[src/rtl/ifu_pkg.sv]
// ifu_pkg: shared states, opcodes and field positions for the instruction fetch stage
package ifu_pkg;
  typedef enum logic [1:0] {IDLE, FETCH, ISSUE, HALT} state_t;
  localparam logic [1:0] OP_CTRL  = 2'b00;
  localparam logic [1:0] OP_ALU   = 2'b01;
  localparam logic [1:0] OP_LOAD  = 2'b10;
  localparam logic [1:0] OP_STORE = 2'b11;
  localparam int OP_MSB   = 19;
  localparam int JMP_LSB  = 4;
  localparam int JMP_FLAG = 0;
endpackage

[src/rtl/ifu_prog_mem.sv]
// ifu_prog_mem: program RAM, synchronous read, write-first when read and write hit the same word
module ifu_prog_mem #(
  parameter int W = 20,
  parameter int A = 5
) (
  input  logic         clk,
  input  logic         we,
  input  logic [A-1:0] waddr,
  input  logic [W-1:0] wdata,
  input  logic [A-1:0] raddr,
  output logic [W-1:0] rdata
);
  logic [W-1:0] mem [2**A];
  always_ff @(posedge clk) begin
    if (we) mem[waddr] <= wdata;
    rdata <= (we && waddr == raddr) ? wdata : mem[raddr];
  end
endmodule

[src/rtl/simple_instr_fetch.sv]
// simple_instr_fetch: program memory + PC walker feeding simple_cpu over valid/ready.
// Define IFU_JUMP_EN to treat opcode 00 words with bit 0 set as JUMP instead of HALT.
module simple_instr_fetch
  import ifu_pkg::*;
#(
  parameter int INSTR_WIDTH = 20,
  parameter int PC_BITS     = 5
) (
  input  logic                   clk,
  input  logic                   rst,
  input  logic                   prog_we,
  input  logic [PC_BITS-1:0]     prog_addr,
  input  logic [INSTR_WIDTH-1:0] prog_wdata,
  input  logic                   start,
  input  logic                   cpu_ready,
  output logic [INSTR_WIDTH-1:0] instruction,
  output logic                   instr_valid,
  output logic [PC_BITS-1:0]     pc,
  output logic                   halted
);
  state_t state;
  logic [INSTR_WIDTH-1:0] rdata;
  logic [PC_BITS-1:0] pc_nxt;
  logic idle_like, is_jump;
  assign idle_like = state == IDLE || state == HALT;
`ifdef IFU_JUMP_EN
  assign is_jump = rdata[INSTR_WIDTH-1 -: 2] == OP_CTRL && rdata[JMP_FLAG];
`else
  assign is_jump = 1'b0;
`endif
  // The RAM is addressed with next-cycle PC so the word is already read out while in FETCH.
  assign pc_nxt = !rst                     ? '0 :
                  (idle_like && start)     ? '0 :
                  (state == FETCH && is_jump) ? rdata[JMP_LSB +: PC_BITS] :
                  (state == ISSUE && cpu_ready) ? pc + 1'b1 : pc;
  ifu_prog_mem #(.W(INSTR_WIDTH), .A(PC_BITS)) u_mem (
    .clk  (clk),
    .we   (prog_we && idle_like),
    .waddr(prog_addr),
    .wdata(prog_wdata),
    .raddr(pc_nxt),
    .rdata(rdata)
  );
  always_ff @(posedge clk) begin
    if (!rst) begin
      state       <= IDLE;
      pc          <= '0;
      instruction <= '0;
      instr_valid <= 1'b0;
      halted      <= 1'b0;
    end else begin
      pc <= pc_nxt;
      case (state)
        IDLE: if (start) state <= FETCH;
        FETCH:
          if (rdata[INSTR_WIDTH-1 -: 2] != OP_CTRL) begin
            state       <= ISSUE;
            instruction <= rdata;
            instr_valid <= 1'b1;
          end else if (!is_jump) begin
            state  <= HALT;
            halted <= 1'b1;
          end
        ISSUE:
          if (cpu_ready) begin
            state       <= FETCH;
            instruction <= '0;
            instr_valid <= 1'b0;
          end
        HALT:
          if (start) begin
            state  <= FETCH;
            halted <= 1'b0;
          end
        default: state <= IDLE;
      endcase
    end
  end
endmodule

[config.mk]
export PLATFORM = sky130hd
export DESIGN_NAME = simple_instr_fetch
export DESIGN_NICKNAME = d
export VERILOG_FILES = /design/src/rtl/ifu_pkg.sv /design/src/rtl/ifu_prog_mem.sv /design/src/rtl/simple_instr_fetch.sv
export SDC_FILE = /design/constraint.sdc
export NUM_CORES = 1
export LEC_CHECK = 0
export CORE_MARGIN = 10
export CORE_UTILIZATION = 49
export CTS_BUF_LIST = sky130_fd_sc_hd__clkbuf_8
export CTS_CLUSTER_DIAMETER = 120
export CTS_CLUSTER_SIZE = 16
export DETAILED_ROUTE_END_ITERATION = 7
export DONT_BUFFER_PORTS = 1
export MAX_ROUTING_LAYER = met4
export PLACE_DENSITY = 0.63
export RECOVER_POWER = 100
export SYNTH_ARGS = -nofsm -noshare
export SYNTH_HDL_FRONTEND = slang
export SYNTH_HIERARCHICAL = 1
export SYNTH_SLANG_ARGS = --single-unit
[constraint.sdc]
create_clock -name clk -period 7.7 [get_ports clk]
set_input_delay 1.54 -clock clk [delete_from_list [all_inputs] [get_ports clk]]
set_output_delay 1.54 -clock clk [all_outputs]
set_load 0.03 [all_outputs]
* Word-level counts from Yosys, hierarchy flattened
Memory sizes are Yosys's and may differ from the RTL's. A register that Yosys moved wholly into a read port is not among the register bits.
Cells that the tools add are included.
** Storage, ports and cells
- Bits in registers :: 29
- RAM bits :: 640
- Bits of input ports :: 30
- Output and inout bits :: 27
- Logic and storage cells :: 45
- Memories :: 1
** Operators by class
- Add/sub/neg operators :: 1
- Equality and inequality tests :: 8
- Multiplexer cells :: 18
- Reduce and logical (&&, ||, !) cells :: 12
** Memory list
- u_mem.mem :: depth 32, bits a word 20, read ports 1, clocked after memory_dff 1, wr ports 1, line ifu_prog_mem.sv:13 : logic [W-1:0] mem [2**A];
** Operators with widths (number)
- 2-to-1 mux 20 bit :: 2
- one-hot mux 20 bit (2 select lines) :: 1
- 2-to-1 mux 5 bit :: 3
- 2-to-1 mux 1 bit :: 7
- != test 2 bit, second input constant :: 3
- one-hot mux 2 bit (3 select lines) :: 1
- AND reduction 3 bit :: 2
- nonzero test 2 bit :: 3
- adder 5 x 1 -> 5 bit, second input constant :: 1
- == test 2 bit, second input constant :: 2
- 2-to-1 mux 2 bit :: 2
- != test 2 x 1 -> 1 bit, second input constant :: 2
- one-hot mux 1 bit (2 select lines) :: 2
- logical AND 1 bit :: 3
- == test 2 x 1 -> 1 bit, second input constant :: 1
- zero test 2 bit :: 1
- AND reduction 2 bit :: 1
- OR reduction 2 bit :: 1
- logical OR 1 bit :: 1

* Longest topological paths before layout
- Depth in word-level cells :: 5
- Depth in mapped cells :: 13
- Gate-level depth less buffers :: 8

* Cells and area by module
The synthesis kept the hierarchy.
** By module, submodules not included
- ifu_prog_mem :: times used 1, cells each 1399, area each 25253.0 µm², sequential area each 19318.5 µm²
- simple_instr_fetch :: times used 1, cells each 114, area each 1154.9 µm², sequential area each 580.6 µm²

* Worst setup path before layout
OpenSTA, ideal clock, no wires.
- Path kind :: input to register
- Start point :: in prog_we
- End point :: mem u_mem.mem[12][0] (enable)
- Setup time :: 397 ps
- Arrival time :: 3201 ps
- Data required time :: 7303 ps
- Path slack :: 4103 ps
- Stages :: 4
- Buffers on the path :: 1
- Path through :: and2_1 > or3b_2 > clkbuf_1 > nor2_1
** On the way
- Longest elaborated chain between the ends :: 3
** RTL lines
- from (decl) :: line simple_instr_fetch.sv:11 : input logic prog_we,
- logical AND 1 bit :: line simple_instr_fetch.sv:38 : .we (prog_we && idle_like),
- 2-to-1 mux 1 bit :: line ifu_prog_mem.sv:15 : if (we) mem[waddr] <= wdata;
- 2-to-1 mux 1 bit (not written as such) :: line ifu_prog_mem.sv:15
- to (decl) :: line ifu_prog_mem.sv:13
Every way passes these cells.

==> results.json <==
{
  "ys_warn_count": 6,
  "crit_chain": "nor2b_1 > buf_4 > a22o_1 > nor3_1 > a31oi_1 > nand3_1 > nor3b_1 > o21a_1 > a22o_1",
  "cts_tree": "done",
  "syn_nets": 1547,
  "worstHoldStart": "state[1]",
  "synth_top_family_by_area": "multiplexers",
  "power_density_nw_per_um2": 216,
  "path_class": "reg -> reg",
  "fin_tns_setup_ns": 0,
  "reg2regPathDepth": 9,
  "worst-path-stages": 9,
  "cts_sinks": 674,
  "synthSimpleGateAreaFrac_pct": 3.77,
  "highest_layer": "met4",
  "worst_slew_pin_slew_ns": 2.29,
  "synth_enable_flop_cells": 640,
  "grt_pass1_wl_microns": 85900,
  "drtIter0Drc": 1191,
  "fin_cells": 2227,
  "grt_usage_pct": 18.7,
  "clockRootBuffer": "clkbuf_8",
  "slew_viol_final": 512,
  "setup_violations": 0,
  "place_ws_ns": 3.82,
  "ys_seq_area_share_pct": 75.4,
  "hpwl_microns": 34600,
  "hold_buffers": 0,
  "die_h_microns": 252,
  "ys_types": 38,
  "hold_class": "reg -> reg",
  "core_area_sq_um": 53600,
  "synth_top_cells_by_area": "edfxtp_1 (73%), mux2i_1 (12%), dfxtp_1 (2.6%)",
  "max_freq_mhz": 196,
  "clk_pin_slew_ns": 0.10,
  "finalCoreUtilization_pct": 51.5,
  "yosysMostFrequentCell": "edfxtp_1",
  "antenna_found_initial": 1,
  "crit_required_ns": 8.31,
  "synth-xor-area-share_pct": 0.0663,
  "dp.cells": 2154,
  "floorplan.initialDensity_pct": 49.3,
  "nets": 1542,
  "finalCriticalPeriod_ns": 5.10,
  "drv_cap": 24,
  "wl_per_cell_microns": 26.3,
  "ctsResizeCount": 0,
  "fin_ws_ns": 2.60,
  "grt-ovfl-total": 0,
  "synth_cells": 1513,
  "die_x_microns": 252,
  "yosys_register_bits": 674,
  "p_total_mw": 5.97,
  "finalWeightedCongestion": 0.858,
  "synthFlopType": "edfxtp_1",
  "crit_end": "instruction[11]",
  "maxSlewHeadroom_pct": -53.0,
  "drc": 0,
  "dr_total_vias": 13300,
  "routed_wl_microns": 58500,
  "cp_slowest_stage_delay_ns": 1.75,
  "synthTopCellsByCount": "edfxtp_1 (640), mux2i_1 (321), a22oi_1 (80)",
  "dpl_cell_area_sq_um": 27000,
  "synthArstFlopShare_pct": 0,
  "synth.avg_cell_area_sq_um": 17.5,
  "wl_met3_microns": 3690,
  "clockBufferDepth": 3,
  "cp_common_cell": "a22o_1",
  "hold_violations": 0,
  "violations": "max-capacitance violations, max-slew violations",
  "crit_buf_inv": 1,
  "die-area_sq_um": 63600,
  "synth.largest_area_cell": "edfxtp_1",
  "netlist.area_leader.share_pct": 72.8,
  "grt_max_degree": 133,
  "r2r_slack_ns": 2.60,
  "rows": 85,
  "numCtsBuffers": 48,
  "drive_gt1_share_pct": 5.56,
  "clk-insertion-delay-late_ns": 0.66,
  "drt-vias-per-instance": 5.99,
  "clock_skew_ns": 0.0282,
  "critPathTopFamily": "simple AND/OR/NAND/NOR gates",
  "postRouteAntennaNets": 0,
  "crit_fanout": 52,
  "wl_met1_microns": 25100,
  "power.leakage_nw": 8.01,
  "r2r-end": "instruction[11]",
  "fin_crit_sh_pct": 66.2,
  "cp_slowest_cell": "nor2b_1",
  "hold_slack_ns": 0.548,
  "ir_drop_mv": 0.112,
  "post_cts_buffers": 0,
  "synth.area.mux_share_pct": 12.2,
  "critPathCaptureType": "flip-flop",
  "synth_compound_area_share_pct": 5.87,
  "htreeDepth": 2,
  "grt_pass1_vias": 13100,
  "io_buffers": 0,
  "layout.cell_area.non_filler_sq_um": 27600,
  "drtPass1Iterations": 5,
  "met2_length_microns": 28000,
  "status": "finished, violations left",
  "grt_setup_unrepaired": "no",
  "synthAdderAreaFrac_pct": 0.190,
  "start_kind": "flip-flop",
  "area_growth_pct": 4.61,
  "ioPinCount": 57,
  "arrival_ns": 5.71,
  "synthesis.area_sq_um": 26400
}
-- layout by cell type, fill, tap and decap left out, types with 33 or more instances in the layout --
master and n:
edfxtp_1 640, mux2i_1 321, a22oi_1 80, a22o_1 58, nand2_1 51, a21oi_1 51, clkbuf_8 49, nand3_1 46
dfxtp_1 33
-- worst min path at each step --
stage	cells past startpoint	slack, ns	endpoint
global route	2	0.62	state[1]
floorplan	2	0.49	state[1]
global placement	2	0.50	state[1]
CTS	2	0.55	state[1]
finish	2	0.55	state[1]
detailed placement	2	0.53	state[1]
-- routing by layer --
metal / up-vias / global-route usage [%]
met3: 102 / 3.73
met2: 387 / 29.5
met1: 6883 / 24.3
met4: 0 / 5.95
li1: 5960 / -
met5: - / -
-- power by group --
group,internal (mW),switching [mW],total (mW)
clock,0.591,1.08,1.67
sequential,4.05,0.0532,4.10
combinational,0.0755,0.121,0.197
-- layout make-up --
cell class | count | area (sq um)
clock buffers | 49 | 674
clock inverters | 22 | 103
well taps | 696 | 871
fillers | 4399 | 26000
repair buffers | 32 | 179
flip-flops and latches | 674 | 19900
diodes | 2 | 5.00
inverters | 3 | 11.3
multi-input cells | 749 | 5880
-- cells by family (layout without fill, tap and decap cells) --
group	after synthesis	in the layout
muxes	321	321
other	0	2
xor gates and xnor gates	2	2
and+or+nand+nor	204	204
DFF	674	674
adders and majority gates	4	4
buffers and inverters	90	106
AOI/OAI and AO/OA	218	218
-- worst register-to-register path: stages (launching register included) --
cell and delay [ns]:
dfxtp_1 0.47, nor2b_1 1.75, buf_4 0.83, a22o_1 0.26, nor3_1 0.06, a31oi_1 0.28, nand3_1 0.19, nor3b_1 0.24
o21a_1 0.70, a22o_1 0.27
-- sequential cells by signal (all words and copies together) (netlist names), named ones only --
register and cells:
pc 5, halted 1, state 2, instruction 20, u_mem/mem 640, instr_valid 1
Note: power is estimated with default switching activity, not from simulation.
